## src/rtl/gpr_wb.sv

```systemverilog
`default_nettype none
// ============================================================================
// Module   : gpr_wb
// Brief    : GPR writeback arbiter. It merges ALU results with a queue of load
//            results onto a single register-file write port, applies a
//            starvation guard to the load queue, and keeps a scoreboard of
//            pending loads.
// Revision : 1.0 - initial release
// ============================================================================
module gpr_wb #(
  parameter int LQ_DEPTH   = 4,
  parameter int STARVE_MAX = 4
) (
  input  logic        clk,
  input  logic        rst_n,
  // ALU writeback source
  input  logic        alu_wb_val,
  input  logic [4:0]  alu_wb_adr,
  input  logic [31:0] alu_wb_dat,
  output logic        alu_wb_rdy,
  // load writeback source (queued)
  input  logic        ld_wb_val,
  input  logic [4:0]  ld_wb_adr,
  input  logic [31:0] ld_wb_dat,
  output logic        ld_wb_rdy,
  // register-file write port
  output logic        wr_en_0,
  output logic [4:0]  wr_adr_0,
  output logic [31:0] wr_dat_0,
  // load issue / scoreboard
  input  logic        iss_val,
  input  logic [4:0]  iss_adr,
  output logic [31:0] busy,
  output logic        sb_err
);

  // A depth of 1 still needs a 1-bit pointer so that the arrays index cleanly.
  localparam int PTR_W = (LQ_DEPTH > 1) ? $clog2(LQ_DEPTH) : 1;
  localparam int CNT_W = $clog2(LQ_DEPTH) + 1;
  localparam int STV_W = (STARVE_MAX > 0) ? $clog2(STARVE_MAX + 1) : 1;

  localparam logic [CNT_W-1:0] DEPTH_C  = CNT_W'(LQ_DEPTH);
  localparam logic [STV_W-1:0] STARVE_C = STV_W'(STARVE_MAX);
  localparam logic [PTR_W-1:0] PTR_ONE  = PTR_W'(1);
  localparam logic [CNT_W-1:0] CNT_ONE  = CNT_W'(1);
  localparam logic [STV_W-1:0] STV_ONE  = STV_W'(1);

  // --------------------------------------------------------------------------
  // State
  // --------------------------------------------------------------------------
  logic [4:0]       q_adr_q [LQ_DEPTH];
  logic [31:0]      q_dat_q [LQ_DEPTH];
  logic [4:0]       q_adr_d [LQ_DEPTH];
  logic [31:0]      q_dat_d [LQ_DEPTH];
  logic [PTR_W-1:0] rd_ptr_q, rd_ptr_d;
  logic [PTR_W-1:0] wr_ptr_q, wr_ptr_d;
  logic [CNT_W-1:0] cnt_q, cnt_d;
  logic [STV_W-1:0] starve_q, starve_d;
  logic             alu_rdy_q, alu_rdy_d;
  logic             wr_en_q, wr_en_d;
  logic [4:0]       wr_adr_q, wr_adr_d;
  logic [31:0]      wr_dat_q, wr_dat_d;
  logic [31:0]      busy_q, busy_d;
  logic             sb_err_q, sb_err_d;

  // --------------------------------------------------------------------------
  // Arbitration signals
  // --------------------------------------------------------------------------
  logic        alu_sel;
  logic        q_empty;
  logic        q_has_room;
  logic        push;
  logic        pop;
  logic [4:0]  head_adr;
  logic [31:0] head_dat;

  // Source select: an accepted ALU result always wins, otherwise drain the queue.
  always_comb begin
    q_empty    = (cnt_q == '0);
    q_has_room = (cnt_q < DEPTH_C);
    alu_sel    = alu_wb_val & alu_rdy_q;
    push       = ld_wb_val & q_has_room;
    pop        = ~alu_sel & ~q_empty;
    head_adr   = q_adr_q[rd_ptr_q];
    head_dat   = q_dat_q[rd_ptr_q];
  end

  // Queue storage and pointers; the head is read from registered state only,
  // so a load pushed this cycle cannot be popped before the next one.
  always_comb begin
    q_adr_d  = q_adr_q;
    q_dat_d  = q_dat_q;
    wr_ptr_d = wr_ptr_q;
    rd_ptr_d = rd_ptr_q;
    cnt_d    = cnt_q;
    if (push) begin
      q_adr_d[wr_ptr_q] = ld_wb_adr;
      q_dat_d[wr_ptr_q] = ld_wb_dat;
      wr_ptr_d          = wr_ptr_q + PTR_ONE;
    end
    if (pop) begin
      rd_ptr_d = rd_ptr_q + PTR_ONE;
    end
    case ({push, pop})
      2'b10:   cnt_d = cnt_q + CNT_ONE;
      2'b01:   cnt_d = cnt_q - CNT_ONE;
      default: cnt_d = cnt_q;
    endcase
  end

  // Starvation guard: count ALU wins against a waiting queue, then block the
  // ALU for one cycle so the queue head is forced out.
  always_comb begin
    starve_d = starve_q;
    if (pop || q_empty) begin
      starve_d = '0;
    end else if (alu_sel && (starve_q != STARVE_C)) begin
      starve_d = starve_q + STV_ONE;
    end
    alu_rdy_d = (starve_d != STARVE_C);
  end

  // Write-port register: the address and data hold their last values when idle.
  always_comb begin
    wr_en_d  = 1'b0;
    wr_adr_d = wr_adr_q;
    wr_dat_d = wr_dat_q;
    if (alu_sel) begin
      wr_en_d  = 1'b1;
      wr_adr_d = alu_wb_adr;
      wr_dat_d = alu_wb_dat;
    end else if (pop) begin
      wr_en_d  = 1'b1;
      wr_adr_d = head_adr;
      wr_dat_d = head_dat;
    end
  end

  // Scoreboard: a load write clears its GPR, and an issue (applied last) sets it.
  // Hazards latch into the sticky error flag without blocking the write.
  always_comb begin
    busy_d = busy_q;
    if (pop) begin
      busy_d[head_adr] = 1'b0;
    end
    if (iss_val) begin
      busy_d[iss_adr] = 1'b1;
    end
    sb_err_d = sb_err_q
             | (iss_val & busy_q[iss_adr])
             | (alu_sel & busy_q[alu_wb_adr]);
  end

  // Register all state; reset empties the queue and drops in-flight writes.
  always_ff @(posedge clk or negedge rst_n) begin
    if (!rst_n) begin
      for (int i = 0; i < LQ_DEPTH; i++) begin
        q_adr_q[i] <= '0;
        q_dat_q[i] <= '0;
      end
      rd_ptr_q  <= '0;
      wr_ptr_q  <= '0;
      cnt_q     <= '0;
      starve_q  <= '0;
      alu_rdy_q <= 1'b1;
      wr_en_q   <= 1'b0;
      wr_adr_q  <= '0;
      wr_dat_q  <= '0;
      busy_q    <= '0;
      sb_err_q  <= 1'b0;
    end else begin
      q_adr_q   <= q_adr_d;
      q_dat_q   <= q_dat_d;
      rd_ptr_q  <= rd_ptr_d;
      wr_ptr_q  <= wr_ptr_d;
      cnt_q     <= cnt_d;
      starve_q  <= starve_d;
      alu_rdy_q <= alu_rdy_d;
      wr_en_q   <= wr_en_d;
      wr_adr_q  <= wr_adr_d;
      wr_dat_q  <= wr_dat_d;
      busy_q    <= busy_d;
      sb_err_q  <= sb_err_d;
    end
  end

  // Output drive.
  assign alu_wb_rdy = alu_rdy_q;
  assign ld_wb_rdy  = q_has_room;
  assign wr_en_0    = wr_en_q;
  assign wr_adr_0   = wr_adr_q;
  assign wr_dat_0   = wr_dat_q;
  assign busy       = busy_q;
  assign sb_err     = sb_err_q;

endmodule
`default_nettype wire

```

## config.mk

```make
export PLATFORM = sky130hd
export DESIGN_NAME = gpr_wb
export DESIGN_NICKNAME = d
export VERILOG_FILES = /design/src/rtl/gpr_wb.sv
export SDC_FILE = /design/constraint.sdc
export NUM_CORES = 1
export LEC_CHECK = 0
export CAP_MARGIN = 15
export CORE_MARGIN = 4
export CORE_UTILIZATION = 45
export CTS_BUF_LIST = sky130_fd_sc_hd__clkbuf_2 sky130_fd_sc_hd__clkbuf_4 sky130_fd_sc_hd__clkbuf_8
export CTS_CLUSTER_DIAMETER = 30
export CTS_CLUSTER_SIZE = 14
export DETAILED_ROUTE_END_ITERATION = 6
export MAX_ROUTING_LAYER = met4
export PLACE_DENSITY = 0.71
export SLEW_MARGIN = 5
export SYNTH_ARGS = -nofsm -noshare
export SYNTH_HDL_FRONTEND = slang
export SYNTH_SLANG_ARGS = --single-unit
```

## constraint.sdc

```tcl
create_clock -name clk -period 1.9 [get_ports clk]
set_input_delay 0.57 -clock clk [delete_from_list [all_inputs] [get_ports clk]]
set_output_delay 0.57 -clock clk [all_outputs]
set_load 0.01 [all_outputs]
```

## Word-level counts from Yosys, hierarchy flattened

Index checks and enable logic that the tools add are counted.
Widths: inputs -> output; s select.

- Register bits after elaboration: 230
- Input port bits: 84
- Output and inout bits: 73
- Logic and storage cells: 89

- Add/subtract/negate cells: 5
- Magnitude comparators: 9
- Equal/unequal tests: 4
- Mux-type cells: 31
- Bitwise logic cells: 14
- Reductions and logical operators: 8

Operators by type and width:

| cell | number |
|---|---|
| $mux 32 | 7 |
| $bwmux 128 | 1 |
| $bmux 32 s2 | 1 |
| $demux 32 s2 | 1 |
| $and 32x32->32 | 1 |
| $not 32->32 | 1 |
| $or 32x32->32 | 1 |
| $mux 5 | 5 |
| $bwmux 20 | 1 |
| $lt 5x6->1 const B | 3 |
| $bmux 1 s5 | 2 |
| $bmux 5 s2 | 1 |
| $demux 1 s5 | 2 |
| $demux 5 s2 | 1 |
| $ge 5x1->1 const B | 2 |
| $add 3x1->3 const B | 2 |
| $ge 3x3->1 const B | 2 |
| $mux 1 | 6 |
| $mux 3 | 2 |
| $ne 3x3->1 const B | 2 |
| $not 2->3 | 2 |
| $pmux 3 s2 | 1 |
| $and 1x1->1 | 5 |
| $add 2x1->2 const B | 2 |
| other kinds (11) | 17 |

## Logic depth before layout (Yosys ltp)

Gate-level depths: netlist of the first run.

- Word-level depth: 13
- Mapped depth: 9
- Depth with buffers taken out: 8

## Worst setup path before layout of the first run

OpenSTA, ideal clock, no wires.

- Path kind: input to register
- Start: in iss_adr[0]
- End: reg sb_err_q, in the netlist sb_err
- Library setup time: 0.142 ns
- Arrival time: 1.998 ns
- Data required time: 1.758 ns
- Path slack: -0.240 ns
- Stages on the path: 6
- Buffers on the path: 1
- Cells stage by stage: buf_6 -> mux4_2 -> and3b_1 -> o311a_1 -> a311oi_1 -> nand4_1

- Longest elaborated chain between the ends: 5

RTL lines:

| what | RTL line | RTL |
|---|---|---|
| start, declared | 32 | `input logic [4:0] iss_adr,` |
| $bmux 1 s5 | 150 | `\| (iss_val & busy_q[iss_adr])` |
| $mux 1 (implied by the code) | 150 |  |
| $and 1x1->1 | 150 |  |
| $or 1x1->1 | 150 |  |
| $or 1x1->1 | 151 | `\| (alu_sel & busy_q[alu_wb_adr]);` |
| named net sb_err_d | 64 | `logic sb_err_q, sb_err_d;` |
| end signal, assigned | 183 | `sb_err_q <= sb_err_d;` |
| end, declared | 64 |  |

The timed path passes the listed nets, and every way through them passes these cells. The select of a mux whose other input is x is not followed.
A chain may end at the register's enable or synchronous reset.

## Worst setup path after layout of the first run

- Start: reg busy_q[4], in the netlist busy[4]
- End: reg sb_err_q, in the netlist sb_err

- Longest elaborated chain between the ends: 5
- Elaborated cells between the ends (all ways): 8
- Classes of those cells: mux (4); bitwise (4)

RTL lines:

| what | RTL line | RTL |
|---|---|---|
| start, declared | 63 | `logic [31:0] busy_q, busy_d;` |
| start signal, assigned | 182 | `busy_q <= busy_d;` |
| $bmux 1 s5 | 150 |  |
| $mux 1 (implied by the code) | 150 |  |
| $and 1x1->1 | 150 |  |
| $or 1x1->1 | 150 |  |
| $or 1x1->1 * | 151 |  |
| named net sb_err_d | 64 |  |

Mark *: on every way through the listed nets, which the timed path passes. The rest lies on a longest branch. The select of a mux whose other input is x is not followed.

==> impl_results.html, run 1 <==
<table>
<tr><th>Metric</th><th>Value</th></tr>
<tr><th colspan="2">Placement</th></tr>
<tr><td>Number of cells in the design after placement</td><td>1314</td></tr>
<tr><td>HPWL after DPL</td><td>approximately 18000 um</td></tr>
<tr><td>Minimum setup slack after placement</td><td>-687.0 ps</td></tr>
<tr><td>RD Place Congestion</td><td>0.8931</td></tr>
<tr><td>Count of input and output buffers</td><td>156</td></tr>
<tr><th colspan="2">Setup path</th></tr>
<tr><td>Worst Reg2Reg Path Length in Cells</td><td>6</td></tr>
<tr><td>Kind of start point of the critical path</td><td>flip-flop</td></tr>
<tr><td>WP data required</td><td>2260 ps</td></tr>
<tr><td>Critical R2R Launch</td><td>busy[4]</td></tr>
<tr><td>Largest fanout on the critical path</td><td>2</td></tr>
<tr><td>Data arrival time of the critical path</td><td>between 2000 and 2500 ps</td></tr>
<tr><td>WS Path Type</td><td>reg2reg</td></tr>
<tr><td>Kind of end point of the critical path</td><td>flip-flop</td></tr>
<tr><td>Slack of the worst reg-to-reg path</td><td>-3 ps</td></tr>
<tr><td>Endpoint of the worst-slack reg-to-reg timing path</td><td>sb_err</td></tr>
<tr><th colspan="2">Logic synthesis</th></tr>
<tr><td>Synthesized flop and latch total</td><td>230</td></tr>
<tr><td>Count of mapped cells out of synthesis</td><td>818</td></tr>
<tr><td>Number of synthesized flops with an enable pin</td><td>0</td></tr>
<tr><td>Adder-Cell Fraction of Synth Area</td><td>0.01020</td></tr>
<tr><td>Yosys warning total</td><td>0</td></tr>
<tr><td>Avg Synthesized Cell Area</td><td>12.90 um^2</td></tr>
<tr><td>Netlist area before placement</td><td>between 10000 and 15000 um^2</td></tr>
<tr><td>Area fraction in and, or, nand and nor cells after synthesis</td><td>0.07777</td></tr>
<tr><td>Post-synth cell types</td><td>45</td></tr>
<tr><td>Synthesized-area fraction occupied by xor and xnor cells</td><td>0.005809</td></tr>
<tr><td>Syn Nets</td><td>910</td></tr>
<tr><td>Area fraction in compound gates after synthesis</td><td>0.06568</td></tr>
<tr><td>Mux contribution to synthesized area</td><td>0.2731</td></tr>
<tr><td>Async S/R FF share, synth</td><td>1.000</td></tr>
<tr><td>Portion of the post-synthesis area used by sequential elements</td><td>0.5455</td></tr>
<tr><td>Combinational family with the most area after synthesis</td><td>multiplexers</td></tr>
<tr><td>Most used DFF post-synth</td><td>sky130_fd_sc_hd__dfrtp_1</td></tr>
<tr><th colspan="2">STA</th></tr>
<tr><td>Setup Skew</td><td>34.99 ps</td></tr>
<tr><td>Tightest Pin Transition</td><td>408.5 ps</td></tr>
<tr><td>Final hold violation count</td><td>0</td></tr>
<tr><td>Achievable frequency</td><td>525.4 MHz</td></tr>
<tr><td>RSZ-0062 raised after global routing</td><td>yes</td></tr>
<tr><td>Min Tclk post-route</td><td>1903 ps</td></tr>
<tr><td>Final clock period utilization by the worst path</td><td>1.002</td></tr>
<tr><td>Final-report max-slew violation count</td><td>0</td></tr>
<tr><td>Final setup fails</td><td>1</td></tr>
<tr><td>Relative slew slack</td><td>0.7277</td></tr>
<tr><td>Final worst-path setup slack</td><td>-3.425 ps</td></tr>
<tr><td>Final worst hold slack</td><td>470.2 ps</td></tr>
<tr><th colspan="2">Min path</th></tr>
<tr><td>Classification of the worst-slack hold path</td><td>in2async</td></tr>
<tr><th colspan="2">Die</th></tr>
<tr><td>Die outline area</td><td>between 20000 and 30000 um^2</td></tr>
<tr><td>Effective utilization at floorplan</td><td>0.4619</td></tr>
<tr><td>Floorplan die height</td><td>161.1 um</td></tr>
<tr><td>Horizontal die dimension</td><td>161.1 um</td></tr>
<tr><td>Core region area</td><td>22850 um^2</td></tr>
<tr><td>Number of placed I/O pins</td><td>between 150 and 200</td></tr>
<tr><td>Number of rows created at floorplan</td><td>55</td></tr>
<tr><th colspan="2">Clock network</th></tr>
<tr><td>Max clock buf depth</td><td>3</td></tr>
<tr><td>Clk Tree Root Cell</td><td>sky130_fd_sc_hd__clkbuf_8</td></tr>
<tr><td>Clock transition at the registers of the reported paths</td><td>about 60 ps</td></tr>
<tr><td>Clock latency of the later-clocked register in the worst-skew pair</td><td>between 500 and 600 ps</td></tr>
<tr><td>TritonCTS Sinks</td><td>230</td></tr>
<tr><td>Clock tree from TritonCTS</td><td>built</td></tr>
<tr><td>Number of levels the H-tree was split into</td><td>2</td></tr>
<tr><td>Total CTS buffers</td><td>45</td></tr>
<tr><th colspan="2">Global routing</th></tr>
<tr><td>Largest net degree at the start of global routing</td><td>61</td></tr>
<tr><td>Congestion Overflow GR</td><td>0</td></tr>
<tr><td>Global Route Usage Sum</td><td>0.2173</td></tr>
<tr><td>First-pass GRT wire length</td><td>about 44000 um</td></tr>
<tr><td>Number of antenna violations at the first check in global routing</td><td>1</td></tr>
<tr><td>Number of global-route vias before repair</td><td>between 8000 and 9000</td></tr>
<tr><th colspan="2">Layout</th></tr>
<tr><td>Fin nets</td><td>~1200</td></tr>
<tr><td>Flip-flop and latch area</td><td>5767 um^2</td></tr>
<tr><td># fillers</td><td>1796</td></tr>
<tr><td>Post-layout utilization of the core</td><td>0.6283</td></tr>
<tr><td>Layout overhead on the synthesized area</td><td>36.02%</td></tr>
<tr><td>Final non-filler cell total</td><td>1416</td></tr>
<tr><td>Footprint of the multi-input gates</td><td>4707 um^2</td></tr>
<tr><td>Proportion of layout cells with a drive suffix above 1</td><td>0.3775</td></tr>
<tr><th colspan="2">Route</th></tr>
<tr><td>Number of remaining DRC errors</td><td>0</td></tr>
<tr><td>WL/cell</td><td>19.27 um</td></tr>
<tr><td>Detailed-route wire length</td><td>27290 um</td></tr>
<tr><td>Iteration-0 DRC count of the detailed router</td><td>between 300 and 400</td></tr>
<tr><td>Routed via count divided by cell count</td><td>5.463</td></tr>
<tr><td>Total via count in the routed design</td><td>7735</td></tr>
<tr><td>DRT Pass-1 Iters</td><td>7</td></tr>
<tr><td>Residual antenna-violating net count after detailed routing</td><td>0</td></tr>
<tr><th colspan="2">Run</th></tr>
<tr><td>Number of max-cap violations</td><td>0</td></tr>
<tr><th colspan="2">Status</th></tr>
<tr><td>Failing checks</td><td>negative setup slack</td></tr>
<tr><td>Run status</td><td>complete, but fails checks</td></tr>
<tr><th colspan="2">Power</th></tr>
<tr><td>IR drop worst, VDD</td><td>890.5 uV</td></tr>
<tr><td>Static leakage</td><td>6.263 nW</td></tr>
<tr><td>Total chip power</td><td>25.04 mW</td></tr>
<tr><td>Power density relative to cell area</td><td>roughly 1700 nW/um^2</td></tr>
</table>
## worst max path at each step
stage | start | endpoint | slack, ps | cells after the start
CTS | cnt_q[1] | cnt_q[1] | -80 | 6
floorplan | iss_adr[0] | sb_err | -110 | 6
detailed placement | iss_adr[0] | sb_err | -690 | 6
global placement | iss_adr[0] | sb_err | -670 | 6
global route | rd_ptr_q[0] | busy[0] | -100 | 5
finish | busy[4] | sb_err | -3 | 6
## power breakdown
part | internal (mW) | leakage (nW) | switching (mW)
clock | 3.71 | 0.562 | 2.20
combinational | 5.72 | 2.96 | 4.57
sequential | 7.35 | 2.74 | 1.49
total | 16.8 | 6.26 | 8.26
## cells in the mapped netlist, types with 3 or more instances
master / number / area, um^2
sky130_fd_sc_hd__buf_2: 5 / 25.02
sky130_fd_sc_hd__buf_1: 3 / 11.26
sky130_fd_sc_hd__mux2i_1: 18 / 180.2
sky130_fd_sc_hd__nand2_1: 91 / 341.6
sky130_fd_sc_hd__mux2_2: 150 / 1689
sky130_fd_sc_hd__nor2b_1: 5 / 31.28
sky130_fd_sc_hd__nand2b_1: 6 / 37.54
sky130_fd_sc_hd__nor3_1: 6 / 30.03
sky130_fd_sc_hd__inv_1: 9 / 33.78
sky130_fd_sc_hd__clkbuf_1: 38 / 142.6
sky130_fd_sc_hd__nand3_1: 6 / 30.03
sky130_fd_sc_hd__nand3b_1: 10 / 75.07
sky130_fd_sc_hd__or3b_2: 3 / 26.28
sky130_fd_sc_hd__ha_1: 7 / 87.58
sky130_fd_sc_hd__mux4_2: 45 / 1013
sky130_fd_sc_hd__o21ai_0: 69 / 345.3
sky130_fd_sc_hd__nor3b_1: 4 / 30.03
sky130_fd_sc_hd__xnor2_1: 5 / 43.79
sky130_fd_sc_hd__dfrtp_1: 229 / 5731
sky130_fd_sc_hd__nor2_1: 42 / 157.7
sky130_fd_sc_hd__a31oi_1: 38 / 237.7
## sequential cells by signal (all words and copies together), names as in the netlist
name,count
alu_wb_rdy,1
wr_adr_0,5
wr_en_0,1
starve_q,3
wr_ptr_q,2
q_dat_q,128
q_adr_q,20
cnt_q,3
sb_err,1
wr_dat_0,32
busy,32
rd_ptr_q,2
## cells in the final DEF, fill, tap and decap left out, types with 10 or more instances in the layout
cell and count:
sky130_fd_sc_hd__mux2i_1 18, sky130_fd_sc_hd__a31oi_1 38, sky130_fd_sc_hd__clkbuf_8 55, sky130_fd_sc_hd__buf_4 73
sky130_fd_sc_hd__o21ai_1 35, sky130_fd_sc_hd__clkdlybuf4s50_1 79, sky130_fd_sc_hd__nand3b_1 10, sky130_fd_sc_hd__nor2_1 40
sky130_fd_sc_hd__mux4_2 45, sky130_fd_sc_hd__mux2_2 150, sky130_fd_sc_hd__nand2_1 82, sky130_fd_sc_hd__buf_12 11
sky130_fd_sc_hd__dfrtp_1 221, sky130_fd_sc_hd__dlygate4sd2_1 67, sky130_fd_sc_hd__o21ai_0 30
## critical path: stages, from the launching register on
cell and delay, ps:
sky130_fd_sc_hd__dfrtp_1 380, sky130_fd_sc_hd__buf_4 140, sky130_fd_sc_hd__mux4_2 430, sky130_fd_sc_hd__and3b_1 170
sky130_fd_sc_hd__o311a_1 280, sky130_fd_sc_hd__a311oi_1 210, sky130_fd_sc_hd__nand4_1 130
## per-stage QoR
step / instance area [um^2] / TNS [ps]
floorplan: 10600 / -111.7
global placement: 13060 / -48130
detailed placement: 13060 / -47440
CTS: 14240 / -657.5
global route: 14360 / -684.6
finish: 14360 / -3.425
## cell families (layout without fill, tap and decap cells)
| family | Yosys count | after routing |
|---|---|---|
| fa+ha+maj | 8 | 8 |
| mux | 213 | 213 |
| xor+xnor | 7 | 7 |
| compound gates | 121 | 121 |
| flops | 230 | 230 |
| other cells | 0 | 1 |
| buf+inv | 57 | 341 |
| simple gates | 182 | 182 |
## area by class of cell
| type | count | share of cell area |
|---|---|---|
| diodes | 1 | 0.0001743 |
| clock buffers | 60 | 0.05535 |
| clock inverters | 22 | 0.02188 |
| inverters | 9 | 0.002353 |
| multi-input cells | 531 | 0.3279 |
| flip-flops and latches | 230 | 0.4017 |
| well taps | 313 | 0.02728 |
| repair buffers | 250 | 0.1633 |
## routing by layer
layer	GRT usage	up-vias	routed length (um)
met5	-	-	0
li1	-	3502	-
met1	0.2885	3926	11870
met2	0.3400	262	12970
met3	0.05307	45	1919
met4	0.05661	0	520
## timing repair
item,4_1_cts,5_1_grt
hold buffers,1,0
endpoints found under the setup margin,98,39
resized for setup,106,60
pin swaps,3,12
buffers inserted,14,4
endpoints found under the hold margin,10,0
Power figures use the tool's default switching activity.
==> run 2, diff against run 1 <==
- CELL_PAD_IN_SITES_DETAIL_PLACEMENT: unset -> 0
- CELL_PAD_IN_SITES_GLOBAL_PLACEMENT: unset -> 2
- CORE_UTILIZATION: 45 -> 35
- PLACE_DENSITY: 0.71 -> unset
- PLACE_DENSITY_LB_ADDON: unset -> 0.1
==> run 2 against run 1 <==
Compared with the run above:
- the flow now finishes without violations
- flip-flop and latch count stayed put
- die area is 27% higher
- count of clock-buffer cells in the layout is 18 higher
- non-clock buffer count is 13 higher
- largest cell class unchanged
==> impl_results.html, run 2 (synthesis results as in run 1) <==
<table>
<tr><th>Metric</th><th>Value</th></tr>
<tr><th colspan="2">Clock network</th></tr>
<tr><td>Clock tree from TritonCTS</td><td>built</td></tr>
<tr><td>TritonCTS Sinks</td><td>230 (unchanged)</td></tr>
<tr><td>Clock latency of the later-clocked register in the worst-skew pair</td><td>560 ps (+20 ps)</td></tr>
<tr><td>Max clock buf depth</td><td>3 (unchanged)</td></tr>
<tr><td>Number of levels the H-tree was split into</td><td>2 (unchanged)</td></tr>
<tr><td>Clock transition at the registers of the reported paths</td><td>50 ps (about the same)</td></tr>
<tr><td>Clk Tree Root Cell</td><td>sky130_fd_sc_hd__clkbuf_8</td></tr>
<tr><td>Total CTS buffers</td><td>55 (+22%)</td></tr>
<tr><th colspan="2">Layout</th></tr>
<tr><td>Final non-filler cell total</td><td>1526 (+7.8%)</td></tr>
<tr><td>Proportion of layout cells with a drive suffix above 1</td><td>0.4074 (+0.02991)</td></tr>
<tr><td>Most common cell after layout, fill and taps aside</td><td>sky130_fd_sc_hd__dfrtp_1</td></tr>
<tr><td>Commonest cells after routing, fill and taps aside</td><td>sky130_fd_sc_hd__dfrtp_1, sky130_fd_sc_hd__mux2_2, sky130_fd_sc_hd__nand2_1, sky130_fd_sc_hd__buf_4, sky130_fd_sc_hd__clkdlybuf4s50_1</td></tr>
<tr><td>Fin nets</td><td>1182 (+2.0%)</td></tr>
<tr><td>Flip-flop count of the largest register, all copies and words added</td><td>128 (unchanged)</td></tr>
<tr><td>Layout overhead on the synthesized area</td><td>40.90%</td></tr>
<tr><td>Register bank with the most flops</td><td>q_dat_q</td></tr>
<tr><th colspan="2">Die</th></tr>
<tr><td>Number of rows created at floorplan</td><td>63 (+15%)</td></tr>
<tr><td>Horizontal die dimension</td><td>181.7 um (+13%)</td></tr>
<tr><td>Core region area</td><td>29720 um^2 (+30%)</td></tr>
<tr><td>Effective utilization at floorplan</td><td>0.3551 (-0.1068)</td></tr>
<tr><td>Die outline area</td><td>33000 um^2 (+27%)</td></tr>
<tr><td>Number of placed I/O pins</td><td>157 (unchanged)</td></tr>
<tr><td>Floorplan die height</td><td>181.7 um (+13%)</td></tr>
<tr><th colspan="2">Global routing</th></tr>
<tr><td>First-pass GRT wire length</td><td>48530 um (+9.2%)</td></tr>
<tr><td>Number of antenna violations at the first check in global routing</td><td>2 (+1)</td></tr>
<tr><td>Number of global-route vias before repair</td><td>8778 (+7.7%)</td></tr>
<tr><td>Congestion Overflow GR</td><td>0 (unchanged)</td></tr>
<tr><td>Global Route Usage Sum</td><td>0.1890 (-0.02827)</td></tr>
<tr><td>Largest net degree at the start of global routing</td><td>67 (+9.8%)</td></tr>
<tr><th colspan="2">Run</th></tr>
<tr><td>Number of max-cap violations</td><td>0 (unchanged)</td></tr>
<tr><th colspan="2">Route</th></tr>
<tr><td>DRT Pass-1 Iters</td><td>5 (-2)</td></tr>
<tr><td>Detailed-route wire length</td><td>30530 um (+12%)</td></tr>
<tr><td>Routed via count divided by cell count</td><td>5.123 (-6.2%)</td></tr>
<tr><td>Residual antenna-violating net count after detailed routing</td><td>0 (unchanged)</td></tr>
<tr><td>Number of remaining DRC errors</td><td>0 (unchanged)</td></tr>
<tr><td>Total via count in the routed design</td><td>7818 (+1.1%)</td></tr>
<tr><td>WL/cell</td><td>20.01 um (+3.8%)</td></tr>
<tr><td>Iteration-0 DRC count of the detailed router</td><td>390 (+0.52%)</td></tr>
<tr><th colspan="2">Placement</th></tr>
<tr><td>HPWL after DPL</td><td>20960 um (+14%)</td></tr>
<tr><td>Count of input and output buffers</td><td>156 (unchanged)</td></tr>
<tr><td>RD Place Congestion</td><td>0.8659 (-3.0%)</td></tr>
<tr><td>Number of cells in the design after placement</td><td>1393 (+6.0%)</td></tr>
<tr><th colspan="2">STA</th></tr>
<tr><td>Setup Skew</td><td>19.05 ps (-15.94 ps)</td></tr>
<tr><td>Final-report max-slew violation count</td><td>0 (unchanged)</td></tr>
<tr><td>RSZ-0062 raised after global routing</td><td>yes</td></tr>
<tr><td>Relative slew slack</td><td>0.7493 (+0.02162)</td></tr>
<tr><td>Final total negative setup slack</td><td>0 ps (+3.425 ps)</td></tr>
<tr><td>Final clock period utilization by the worst path</td><td>0.9990 (-0.002830)</td></tr>
<tr><td>Tightest Pin Transition</td><td>374.9 ps (-33.60 ps)</td></tr>
<tr><td>Min Tclk post-route</td><td>1898 ps (-5.376 ps)</td></tr>
<tr><td>Final setup fails</td><td>0 (-1)</td></tr>
<tr><td>Final hold violation count</td><td>0 (unchanged)</td></tr>
<tr><td>Achievable frequency</td><td>526.9 MHz (+0.28%)</td></tr>
<tr><th colspan="2">Setup path</th></tr>
<tr><td>Kind of start point of the critical path</td><td>flip-flop</td></tr>
<tr><td>Worst Reg2Reg Path Length in Cells</td><td>5 (-1)</td></tr>
<tr><td>Kind of end point of the critical path</td><td>flip-flop</td></tr>
<tr><td>Slack of the worst reg-to-reg path</td><td>2 ps (about the same)</td></tr>
<tr><td>WS Path Type</td><td>reg2reg</td></tr>
<tr><td>Critical R2R Launch</td><td>rd_ptr_q[0]</td></tr>
<tr><td>Largest fanout on the critical path</td><td>6 (+4)</td></tr>
<tr><td>Data arrival time of the critical path</td><td>2340 ps (+80 ps)</td></tr>
<tr><td>WP data required</td><td>2340 ps (+80 ps)</td></tr>
<tr><td>Endpoint of the worst-slack reg-to-reg timing path</td><td>busy[3]</td></tr>
<tr><th colspan="2">Power</th></tr>
<tr><td>Power density relative to cell area</td><td>1785 nW/um^2 (+2.3%)</td></tr>
<tr><td>IR drop worst, VDD</td><td>794.0 uV (-11%)</td></tr>
<tr><td>Static leakage</td><td>6.479 nW (+3.4%)</td></tr>
<tr><th colspan="2">Min path</th></tr>
<tr><td>Classification of the worst-slack hold path</td><td>in2async</td></tr>
<tr><th colspan="2">Status</th></tr>
<tr><td>Run status</td><td>completed</td></tr>
</table>
[run 2: changes by cell type in the layout (fill, tap and decap cells not counted), moves of 5 or more]
cell and change:
sky130_fd_sc_hd__buf_12 +6, sky130_fd_sc_hd__buf_2 +5, sky130_fd_sc_hd__buf_4 +9, sky130_fd_sc_hd__clkbuf_4 +9
sky130_fd_sc_hd__clkbuf_8 +9, sky130_fd_sc_hd__clkinv_2 +6, sky130_fd_sc_hd__clkinv_4 -5, sky130_fd_sc_hd__dlygate4sd2_1 -7
sky130_fd_sc_hd__o21ai_0 -15, sky130_fd_sc_hd__o21ai_2 +13
[run 2: repair_timing]
action                                  CTS  global route
pin swaps                                 5            11
endpoints found under the hold margin    34             0
gates resized for setup                 125            76
endpoints found under the setup margin  106            42
buffers inserted                         21             8
cloned                                    0             0
hold buffers                              1             0
[run 2: stage by stage]
stage	instance area (um^2)	worst slack [ps]	power (mW)	utilization	hold WS (ps)
floorplan	10600	-111.7	14.53	-	274.4
global placement	13260	-660.7	18.88	0.4461	476.1
detailed placement	13260	-660.4	19.39	0.4461	478.9
CTS	14700	-18.74	26.42	0.4948	476.1
global route	14870	-81.08	28.19	0.5004	505.7
finish	14870	1.951	26.54	0.5004	483.5
[run 2: worst max path at each step]
stage | from | to | slack [ps] | depth (start not counted)
floorplan | iss_adr[0] | sb_err | -110 | 6
global placement | iss_adr[0] | sb_err | -660 | 6
detailed placement | iss_adr[0] | sb_err | -660 | 6
CTS | rd_ptr_q[0] | busy[1] | -20 | 5
global route | rd_ptr_q[0] | busy[6] | -80 | 7
finish | rd_ptr_q[0] | busy[3] | 2 | 5
[run 2: where the power goes]
group          switching (mW)  leakage (nW)  internal, mW
clock                    2.32         0.706          4.57
combinational            4.91          3.03          5.92
sequential               1.47          2.75          7.36
[run 2: worst max-delay path: stages (launching register included)]
cell and delay, ps:
sky130_fd_sc_hd__dfrtp_4 530, sky130_fd_sc_hd__buf_12 150, sky130_fd_sc_hd__mux4_2 450, sky130_fd_sc_hd__or3_4 450, sky130_fd_sc_hd__o21ai_1 130, sky130_fd_sc_hd__o21ai_1 70
[run 2: routing by layer]
metal,vias up,GRT usage,routed length (um)
li1,3539,-,-
met1,4022,0.2269,12880
met2,214,0.3224,15530
met3,43,0.04527,1654
met4,0,0.04773,473
met5,-,-,0
[run 2: layout make-up]
cell class              count  area (um^2)
repair buffers            263         2496
flip-flops and latches    230         5767
inverters                   9        33.78
fillers                  2694        14850
diodes                      2        5.005
multi-input cells         531         4741
clock buffers              78        985.9
clock inverters            23        354.1
well taps                 390        488.0
==> patch, RTL diff (flow settings as in run 1) <==
The parameter `LQ_DEPTH` goes from 4 to 2.
--- a/src/rtl/gpr_wb.sv
+++ b/src/rtl/gpr_wb.sv
@@ -10,3 +10,3 @@
 module gpr_wb #(
-  parameter int LQ_DEPTH   = 4,
+  parameter int LQ_DEPTH   = 2,
   parameter int STARVE_MAX = 4
Check against the original RTL: not equivalent (Yosys sat finds a counterexample within 4 cycles, from zero or initial values and one cycle with rst_n low).
==> patch against run 1 <==
The run still ends with negative setup slack left. Sequential power fell by 34%. Global-route usage rose by 2.1 points. Design area fell by 31%. Sequential cell count fell by 77. Power fell by 38%. Clock skew fell by 0.024 ns. Non-clock buffer count fell by 13. Wire length fell by 26%. Final cell count fell by 25%. Synthesized area fell by 33%. Setup slack got worse by 0.012 ns. Hold slack improved by 0.037 ns. Fmax fell by 0.64%. Largest cell class unchanged.
==> patch: results (changes against run 1) <==
run status=finished, violations left; violated checks=negative setup slack; diode count=0 (-1); final setup vio count=1 (unchanged); max FFs per register=64 (-50%); Final GP Congestion=0.943 (+5.6%); synthesized-area fraction occupied by xor and xnor cells=0.741% (+0.16 points); Cell variety after synth=34 (-24%); mux share of post-synthesis cell area=23.5% (-3.8 points); final core occ=64.4% (+1.6 points); Peak VDD IR=0.750 mV (-16%); WL met1=8760 um (-26%); first-pass GRT wire length=32,300 um (-27%); Power Combinational=7.05 mW (-32%); compound-gate portion of the synthesized area=11.0% (+4.4 points); Placed Cells incl. Taps=1,018 (-23%); hold crit path type=flip-flop to flip-flop; # resized after CTS=90 (-15%); Pint=9.93 mW (-41%); Clock Skew=0.0111 ns (-0.0238 ns); initial antenna violation count=0 (-1); Num CTS Buffers=17 (-62%); largest net degree at the start of global routing=65 (+6.6%); DR WL met3=1320 um (-31%); Worst Slack Setup Final=-0.0156 ns (-0.0122 ns); crit-path max FO=3 (+1); Post-synth top cells=152 x dfrtp_1, 104 x o21ai_0, 78 x mux2_2, 56 x nand2_1, 51 x mux2i_1; largest cells by area after synthesis=dfrtp_1 54%, mux2_2 12%, o21ai_0 7.3%, mux2i_1 7.2%, mux4_1 3.0%; number of global-route vias before repair=6,124 (-25%); share of cells above drive strength 1=25.1% (-13 points)
## patch: kinds of logic (layout without fill, tap and decap cells)
kind of cell    after synthesis  in the layout
fa+ha+maj                     3              3
simple gates                132            132
compound gates              150            150
buf+inv                      38            273
xor+xnor                      6              6
flops                       153            153
mux                         140            140
## patch: cell type report
| cell class | instances | share of cell area (%) |
|---|---|---|
| Clock buffer | 20 | 2.73 |
| Clock inverter | 12 | 1.75 |
| Inverter | 4 | 0.152 |
| Multi-Input combinational cell | 431 | 31.8 |
| Sequential cell | 153 | 38.9 |
| Tap cell | 211 | 2.68 |
| Timing Repair Buffer | 237 | 22.0 |
## patch: critical path, stage by stage, from the launching register on
cell and delay, ns:
dfrtp_1 0.40, buf_6 0.13, mux4_2 0.46, nor2b_4 0.14, a31oi_1 0.15, o211ai_1 0.14
a2111o_1 0.39
## patch: layer usage
layer | vias to the layer above | global-route usage (%)
met5 | - | -
met1 | 2876 | 30.7
li1 | 2669 | -
met4 | 0 | 8.63
met2 | 232 | 36.7
met3 | 39 | 6.16
